==> config.mk <==
export PLATFORM = sky130hd
export DESIGN_NAME = piso_stream
export DESIGN_NICKNAME = d
export VERILOG_FILES = /design/src/rtl/piso_pkg.sv /design/src/rtl/piso_hold_buf.sv /design/src/rtl/piso_stream.sv
export SDC_FILE = /design/constraint.sdc
export NUM_CORES = 1
export LEC_CHECK = 0
export ABC_AREA = 1
export ABC_CLOCK_PERIOD_IN_PS = 3700
export BUFFER_PORTS_ARGS = -buffer_cell sky130_fd_sc_hd__buf_2
export CAP_MARGIN = 30
export CORE_MARGIN = 2
export CORE_UTILIZATION = 40
export CTS_CLUSTER_DIAMETER = 30
export DETAILED_ROUTE_END_ITERATION = 12
export HOLD_SLACK_MARGIN = 0.05
export REMOVE_ABC_BUFFERS = 1
export SYNTH_ARGS = -nofsm -noshare
export SYNTH_HDL_FRONTEND = slang
export SYNTH_SLANG_ARGS = --single-unit
export TNS_END_PERCENT = 20
==> constraint.sdc <==
create_clock -name CLK -period 3.7 [get_ports CLK]
set_input_delay 0.37 -clock CLK [delete_from_list [all_inputs] [get_ports CLK]]
set_output_delay 0.37 -clock CLK [all_outputs]
set_load 0.05 [all_outputs]
==> src/rtl/piso_pkg.sv <==
// Shared definitions for the piso_stream parallel-in/serial-out converter:
// FSM state encoding, a constant clog2 and the slice-count normalisation.
package piso_pkg;

  typedef enum logic [1:0] {
    ST_EMPTY = 2'd0,
    ST_SHIFT = 2'd1,
    ST_FULL  = 2'd2
  } piso_state_e;

  function automatic int piso_clog2(input int value);
    int result;
    int v;
    result = 0;
    v = value - 1;
    while (v > 0) begin
      result = result + 1;
      v = v >> 1;
    end
    return result;
  endfunction

  // A count of zero, or one larger than a full word, means "send the whole word".
  function automatic logic [31:0] piso_norm_count(input logic [31:0] count,
                                                  input logic [31:0] num_words);
    if ((count == 32'd0) || (count > num_words)) begin
      return num_words;
    end
    return count;
  endfunction

endpackage

==> src/rtl/piso_hold_buf.sv <==
// One-entry holding register for a word and its slice count.
// load captures a new entry (and wins over take); take empties the entry.
module piso_hold_buf
  import piso_pkg::*;
#(
  parameter int DATA_W = 64,
  parameter int CNT_W  = 3
) (
  input  logic              CLK,
  input  logic              RESET,
  input  logic              load,
  input  logic              take,
  input  logic [DATA_W-1:0] data_in,
  input  logic [CNT_W-1:0]  count_in,
  output logic [DATA_W-1:0] data,
  output logic [CNT_W-1:0]  count,
  output logic              full
);

  always_ff @(posedge CLK) begin
    if (RESET) begin
      data  <= '0;
      count <= '0;
      full  <= 1'b0;
    end else if (load) begin
      data  <= data_in;
      count <= count_in;
      full  <= 1'b1;
    end else if (take) begin
      data  <= '0;
      count <= '0;
      full  <= 1'b0;
    end
  end

endmodule

==> src/rtl/piso_stream.sv <==
// Parallel-in/serial-out converter, LSB slice first, with a one-word holding
// buffer for bubble-free streaming. Define PISO_LAST_EN to add the OUT_LAST port.
//
// Handshake: a transfer happens on a rising CLK edge where valid and ready are
// both high; valid never depends on ready, and IN_READY is a pure state decode.
module piso_stream
  import piso_pkg::*;
#(
  parameter int  DATA_IN_WIDTH  = 64,
  parameter int  DATA_OUT_WIDTH = 16,
  localparam int NUM_WORDS      = DATA_IN_WIDTH / DATA_OUT_WIDTH,
  localparam int CNT_W          = piso_clog2(NUM_WORDS) + 1
) (
  input  logic                      CLK,
  input  logic                      RESET,
  input  logic                      IN_VALID,
  output logic                      IN_READY,
  input  logic [DATA_IN_WIDTH-1:0]  DATA_IN,
  input  logic [CNT_W-1:0]          IN_COUNT,
  output logic                      OUT_VALID,
  input  logic                      OUT_READY,
  output logic [DATA_OUT_WIDTH-1:0] DATA_OUT
`ifdef PISO_LAST_EN
  ,
  output logic                      OUT_LAST
`endif
);

  if ((DATA_IN_WIDTH % DATA_OUT_WIDTH) != 0 || NUM_WORDS < 2) begin : g_cfg_err
    $error("piso_stream: DATA_IN_WIDTH must be a multiple (>=2x) of DATA_OUT_WIDTH");
  end

  piso_state_e              state;
  piso_state_e              state_next;
  logic [DATA_IN_WIDTH-1:0] shift_reg;
  logic [CNT_W-1:0]         rem;
  logic [CNT_W-1:0]         eff_count;

  logic [DATA_IN_WIDTH-1:0] buf_data;
  logic [CNT_W-1:0]         buf_count;
  logic                     buf_full;

  logic in_fire;
  logic out_fire;
  logic last_pop;

  // FSM command strobes
  logic load_in;
  logic load_buf;
  logic shift_en;
  logic clear_sr;
  logic buf_load;
  logic buf_take;

  assign eff_count = CNT_W'(piso_norm_count(32'(IN_COUNT), 32'(NUM_WORDS)));

  assign IN_READY  = (state != ST_FULL);
  assign OUT_VALID = (state != ST_EMPTY);
  assign DATA_OUT  = shift_reg[DATA_OUT_WIDTH-1:0];

`ifdef PISO_LAST_EN
  assign OUT_LAST = OUT_VALID & (rem == CNT_W'(1));
`endif

  assign in_fire  = IN_VALID & IN_READY;
  assign out_fire = OUT_VALID & OUT_READY;
  assign last_pop = out_fire & (rem == CNT_W'(1));

  always_ff @(posedge CLK) begin
    if (RESET) begin
      state <= ST_EMPTY;
    end else begin
      state <= state_next;
    end
  end

  always_comb begin
    state_next = state;
    load_in    = 1'b0;
    load_buf   = 1'b0;
    shift_en   = 1'b0;
    clear_sr   = 1'b0;
    buf_load   = 1'b0;
    buf_take   = 1'b0;
    case (state)
      ST_EMPTY: begin
        if (in_fire) begin
          load_in    = 1'b1;
          state_next = ST_SHIFT;
        end
      end
      ST_SHIFT: begin
        if (in_fire && last_pop) begin
          load_in = 1'b1;
        end else if (in_fire) begin
          buf_load   = 1'b1;
          shift_en   = out_fire;
          state_next = ST_FULL;
        end else if (last_pop) begin
          clear_sr   = 1'b1;
          state_next = ST_EMPTY;
        end else begin
          shift_en = out_fire;
        end
      end
      ST_FULL: begin
        // IN_VALID is ignored here; IN_READY is low so nothing can fire.
        if (last_pop) begin
          load_buf   = 1'b1;
          buf_take   = 1'b1;
          state_next = ST_SHIFT;
        end else begin
          shift_en = out_fire;
        end
      end
      default: begin
        state_next = ST_EMPTY;
      end
    endcase
  end

  always_ff @(posedge CLK) begin
    if (RESET) begin
      shift_reg <= '0;
      rem       <= '0;
    end else if (load_in) begin
      shift_reg <= DATA_IN;
      rem       <= eff_count;
    end else if (load_buf) begin
      shift_reg <= buf_data;
      rem       <= buf_count;
    end else if (clear_sr) begin
      shift_reg <= '0;
      rem       <= '0;
    end else if (shift_en) begin
      shift_reg <= shift_reg >> DATA_OUT_WIDTH;
      rem       <= rem - CNT_W'(1);
    end
  end

  piso_hold_buf #(
    .DATA_W (DATA_IN_WIDTH),
    .CNT_W  (CNT_W)
  ) u_hold_buf (
    .CLK      (CLK),
    .RESET    (RESET),
    .load     (buf_load),
    .take     (buf_take),
    .data_in  (DATA_IN),
    .count_in (eff_count),
    .data     (buf_data),
    .count    (buf_count),
    .full     (buf_full)
  );

  // The buffer flag and the FULL state must always agree outside reset.
  always_comb begin
    if (!RESET) begin
      assert ((state == ST_FULL) == buf_full)
        else $error("piso_stream: buffer flag disagrees with FSM state");
    end
  end

endmodule

==> metrics.yaml, run 1 <==
outcome:
  status: "complete, no violations"
clock_tree:
  cts.clk_slew.worst_paths_ns: 0.06
  cts-resized-gates: 0
  clockBufferDepth: 2
  holdBufCountCts: 0
  h-tree-depth: 4
  cts-root-buf: "clkbuf_16"
  insertion_delay_ns: 0.42
  clock_sinks: 136
  cts_tree: "built"
  cts_setup_buffers: 0
  tritoncts.num_buffers: 17
timing:
  fin_crit_ns: 2.51
  period_share_pct: 67.8
  finalSetupTns_ns: 0
  tightestPinTransition_ns: 0.913
  fmax_mhz: 399
  hold_viol_final: 0
  fin_skew_ns: 0.00491
  setup-violations-final: 0
  slew_headroom_pct: 39.2
  final_max_slew_viol_count: 0
  whs_ns: 0.209
  rsz0062_at_grt: "false"
setup_path:
  cp-end-kind: "register"
  critPathKind: "reg -> reg"
  cp.arrival_ns: 2.85
  worstPathRequired_ns: 4.04
  crit_path_start_kind: "register"
  crit_fanout: 33
finish:
  antenna_cells: 0
  final_nets: 1042
  multi_input_area_um2: 3170
  final_area_um2: 7390
  layout_common_cells: "nand2_1 (303), dfxtp_1 (136), nor2_1 (121), buf_2 (88), a21oi_1 (79)"
  register_area_um2: 2720
  syn_to_final_growth_pct: 15.6
  nFillCells: 1686
  layout_commonest_cell: "nand2_1"
  drive_above_1_share_pct: 17.4
pwr:
  powerDensity_nw_per_um2: 638
  power_mw: 4.71
  p_leak_nw: 3.02
  ir_drop_uv: 397
global_routing:
  grt_max_degree: 91
  grt_pass1_vias: 5497
  track_usage_pct: 20.1
  antenna_found_initial: 0
  gr-total-overflow: 0
  grt_pass1_wl_um: 26800
routing:
  drtIter0Drc: 413
  ant_nets: 0
  routed_via_density: 4.83
  wl_per_cell_um: 13.7
  drt-total-wl_um: 16300
  first_pass_iters: 4
  num_vias: 5753
  drc_errors: 0
floorplan:
  coreArea_um2: 15800
  die_h_um: 130
  io_pins: 89
  die_w_um: 130
  row_count: 46
  start_util_pct: 40.6
  die_area_um2: 17000
place:
  post_dp_cell_area_um2: 6810
  port_buffers: 88
  hpwlAfterDp_um: 9350
  gp_congestion: 0.771
run:
  drv_cap: 0
synth:
  syn_area_per_cell_um2: 6.91
  syn_area_um2: 6400
  ys_seq_elements: 136
  ys_types: 25
  yosysWarningCount: 0
  ys_seq_area_share_pct: 42.6
  synth_cells: 926
worst_hold_path:
  hp-class: "in -> reg"
[power breakdown]
group          switching, mW  internal, mW
Combinational          0.846         0.408
Clock                  0.614          1.06
Sequential             0.102          1.68
Total                   1.56          3.15
[cells in the mapped netlist]
| master | n | area share [%] |
|---|---|---|
| inv_1 | 12 | 0.70 |
| nand2_4 | 1 | 0.18 |
| buf_1 | 2 | 0.12 |
| o21ai_1 | 1 | 0.078 |
| nor3_2 | 20 | 3.1 |
| ha_1 | 7 | 1.4 |
| dfxtp_1 | 136 | 43 |
| xor2_1 | 1 | 0.14 |
| nand3_1 | 47 | 3.7 |
| or2_2 | 2 | 0.20 |
| nor2_4 | 3 | 0.53 |
| nand2_1 | 304 | 18 |
| nand2_2 | 2 | 0.20 |
| buf_6 | 6 | 1.1 |
| inv_2 | 6 | 0.35 |
| buf_2 | 24 | 1.9 |
| nor2_1 | 121 | 7.1 |
| nor2_8 | 2 | 0.63 |
| a21oi_1 | 79 | 6.2 |
| o21ai_0 | 64 | 5.0 |
| buf_4 | 19 | 2.2 |
| clkbuf_1 | 29 | 1.7 |
| and2_1 | 6 | 0.59 |
| nor2_2 | 3 | 0.29 |
| nor3_1 | 29 | 2.3 |
[area by class of cell]
type | instances | area share (%)
inverter | 18 | 0.914
tap | 216 | 3.66
clock inverter | 7 | 1.25
multi-input combinational | 692 | 42.8
clock buffer | 24 | 6.65
timing repair buffer | 99 | 7.86
sequential | 136 | 36.8
[worst paths after layout]
kind	slack [ns]	startpoint	depth (start not counted)	to
worst max-delay path	1.19	state[0]	12	shift_reg[58]
worst min-delay path	0.21	DATA_IN[49]	3	u_hold_buf.data[49]
worst max register to register	1.19	state[0]	12	shift_reg[58]
worst min register to register	0.46	u_hold_buf.data[21]	2	u_hold_buf.data[21]
[cell families after synthesis]
family,synth area share [%]
AND/OR/NAND/NOR,36.6
AO/OA/AOI/OAI,11.3
flip-flops,42.6
buffers and inverters,8.04
adder cells (fa/ha/maj),1.37
XOR/XNOR,0.137
[stage by stage]
stage	instances	setup WS (ns)	utilization (%)
floorplan	846	0.844	-
global placement	1158	1.22	42.8
finish	1192	1.19	46.9
detailed placement	1161	1.17	43.2
global route	1192	0.921	46.9
CTS	1192	1.14	46.9
[critical path: stages (launching register included)]
cell     delay, ns
dfxtp_1       0.36
inv_1         0.08
ha_1          0.21
inv_2         0.13
nand2_2       0.10
nand2_1       0.12
nor2_4        0.06
nor2_8        0.18
nand2_4       0.23
inv_2         0.45
buf_12        0.26
nand2_1       0.07
a21oi_1       0.15
[layer usage]
metal | routed length (µm) | vias to the layer above | GRT usage [%] | part of all wire (%)
li1 | - | 3027 | - | -
met2 | 7610 | 99 | 33.4 | 47
met1 | 7770 | 2611 | 26.0 | 48
met3 | 682 | 16 | 3.95 | 4.2
met5 | 0 | - | 0 | 0
met4 | 238 | 0 | 7.45 | 1.5
(Power assumes the default switching activity.)
==> run 2, diff against run 1 <==
--- a/config.mk
+++ b/config.mk
@@ -6,7 +6,7 @@
 export NUM_CORES = 1
 export LEC_CHECK = 0
 export ABC_AREA = 1
-export ABC_CLOCK_PERIOD_IN_PS = 3700
+export ABC_CLOCK_PERIOD_IN_PS = 2050
 export BUFFER_PORTS_ARGS = -buffer_cell sky130_fd_sc_hd__buf_2
 export CAP_MARGIN = 30
 export CORE_MARGIN = 2
==> constraint.sdc (replaced) <==
create_clock -name CLK -period 2.05 [get_ports CLK]
set_input_delay 0.205 -clock CLK [delete_from_list [all_inputs] [get_ports CLK]]
set_output_delay 0.205 -clock CLK [all_outputs]
set_load 0.05 [all_outputs]
==> run 2 against run 1 <==
Register-to-register slack got worse by 1.0 ns. Combinational power rose by 100%. Non-clock buffer count rose by 52. Sequential share of layout area fell by 3.0 points. Final cell count rose by 4.4%. Highest routed layer unchanged. Fmax rose by 33%. Die area did not move. Total power rose by 87%. Critical path depth rose by 1. Clock skew rose by 0.0032 ns. Cell area rose by 9.0%.
==> metrics.yaml, run 2 (same netlist as run 1, synthesis figures left out) <==
outcome:
  status: "complete, no violations"
floorplan:
  io_pins: 89  # unchanged
  die_area_um2: 17000  # unchanged
  start_util_pct: 40.6  # unchanged
  die_w_um: 130  # unchanged
  coreArea_um2: 15800  # unchanged
  die_h_um: 130  # unchanged
  row_count: 46  # unchanged
timing:
  fin_ws_ns: 0.158  # -1.03 ns
  rsz0062_at_grt: "false"
  fmax_mhz: 529  # +33%
  hold_viol_final: 0  # unchanged
  fin_crit_ns: 1.89  # -0.618 ns
  slew_headroom_pct: 74.9  # +36 points
  tightestPinTransition_ns: 0.376  # -0.537 ns
  period_share_pct: 92.3  # +24 points
  finalSetupTns_ns: 0  # unchanged
  final_max_slew_viol_count: 0  # unchanged
  fin_skew_ns: 0.00809  # +0.00318 ns
  setup-violations-final: 0  # unchanged
routing:
  first_pass_iters: 4  # unchanged
  ant_nets: 0  # unchanged
  routed_via_density: 4.83  # +0.15%
  drc_errors: 0  # unchanged
  num_vias: 6013  # +4.5%
  wl_per_cell_um: 13.8  # +0.88%
  drtIter0Drc: 368  # -11%
  drt-total-wl_um: 17200  # +5.3%
clock_tree:
  insertion_delay_ns: 0.42  # about the same
  cts_setup_buffers: 0  # unchanged
  clock_sinks: 136  # unchanged
  cts_tree: "built"
  cts.clk_slew.worst_paths_ns: 0.06  # about the same
  cts-root-buf: "clkbuf_16"
  clockBufferDepth: 2  # unchanged
  h-tree-depth: 4  # unchanged
  tritoncts.num_buffers: 17  # unchanged
setup_path:
  slowest_delay_ns: 0.33  # -0.12 ns
  cp-end-kind: "register"
  crit_chain: "inv_1 > ha_1 > inv_2 > buf_4 > nand2_1 > nand2_1 > nor2_2 > nor2_8 > nand2_4 > inv_4 > clkbuf_16 > nor2_1 > nor3_2"
  cp.arrival_ns: 2.19  # -0.66 ns
  crit_path_start_kind: "register"
  path_common_cell: "nand2_1"
  r2r_setup_slack_ns: 0.16  # -1.03 ns
  critPathKind: "reg -> reg"
  crit_fanout: 19  # -42%
  cpMaxStageDelayCell: "dfxtp_2"
  worstPathRequired_ns: 2.35  # -1.69 ns
global_routing:
  track_usage_pct: 20.5  # +0.41 points
  grt_pass1_wl_um: 27400  # +2.0%
  grt_max_degree: 77  # -15%
  grt_pass1_vias: 5643  # +2.7%
  antenna_found_initial: 0  # unchanged
  gr-total-overflow: 0  # unchanged
pwr:
  p_leak_nw: 3.32  # +9.7%
  powerDensity_nw_per_um2: 1090  # +72%
  ir_drop_uv: 735  # +85%
worst_hold_path:
  hp-class: "in -> reg"
place:
  hpwlAfterDp_um: 9440  # +0.92%
  post_dp_cell_area_um2: 6980  # +2.5%
  gp_congestion: 0.755  # -2.1%
  port_buffers: 88  # unchanged
  place_ws_ns: 0.101  # -1.06 ns
finish:
  drive_above_1_share_pct: 17.8  # +0.38 points
  final_nets: 1094  # +5.0%
  antenna_cells: 0  # unchanged
  syn_to_final_growth_pct: 26.0
  layout_commonest_cell: "nand2_1"
  nFillCells: 1642  # -2.6%
  layout_common_cells: "nand2_1 (302), dfxtp_1 (134), nor2_1 (121), buf_2 (88), a21oi_1 (79)"
  fin_util_pct: 51.1  # +4.2 points
  multi_input_area_um2: 3180  # +0.40%
  final_area_um2: 8060  # +9.0%
  register_area_um2: 2730  # about the same
run:
  drv_cap: 0  # unchanged
-- run 2: worst paths after layout --
path	from	endpoint	cells past startpoint
worst max-delay path	state[0]	shift_reg[29]	13
worst min-delay path	DATA_IN[12]	u_hold_buf.data[12]	3
worst max register to register	state[0]	shift_reg[29]	13
worst min register to register	u_hold_buf.data[16]	u_hold_buf.data[16]	2
-- run 2: where the power goes --
part	leakage [nW]	internal (mW)	total [mW]	switching, mW
clock network	0.280	1.93	3.05	1.12
logic	1.92	0.940	2.54	1.60
registers	1.11	3.04	3.23	0.189
-- run 2: critical path, delay by kind of cell (launching register included) --
kind / cells / cell delay (ns)
DFF: 1 / 0.33
adders and majority gates: 1 / 0.16
buffers and inverters: 5 / 0.58
and+or+nand+nor: 7 / 0.72
-- run 2: final cells by class --
| type | count | area share (%) |
|---|---|---|
| multi-input combinational | 692 | 39.4 |
| sequential | 136 | 33.8 |
| timing repair buffer | 151 | 15.3 |
| clock buffer | 22 | 5.64 |
| tap | 216 | 3.35 |
| clock inverter | 9 | 1.55 |
| inverter | 18 | 0.900 |
-- run 2: timing repair --
action                                  in CTS  in global routing
gates resized for setup                      0                 13
endpoints found under the hold margin       41                  0
hold buffers                                41                  0
endpoints found under the setup margin       0                 94
-- run 2: per-stage QoR --
step           total power, mW  cells  hold WS (ns)
6_report                  8.82   1244        0.0612
5_1_grt                   9.35   1244        0.0603
4_1_cts                   8.80   1242        0.0506
3_5_place_dp              5.67   1170         0.452
3_3_place_gp              5.65   1170         0.448
2_1_floorplan             4.87    846         0.274
-- run 2: metal layers --
metal,share of wire (%),GRT usage [%],vias up
met3,3.5,4.48,12
li1,-,-,3125
met5,0,0,-
met4,0.83,5.51,0
met2,48,35.5,99
met1,48,25.9,2777
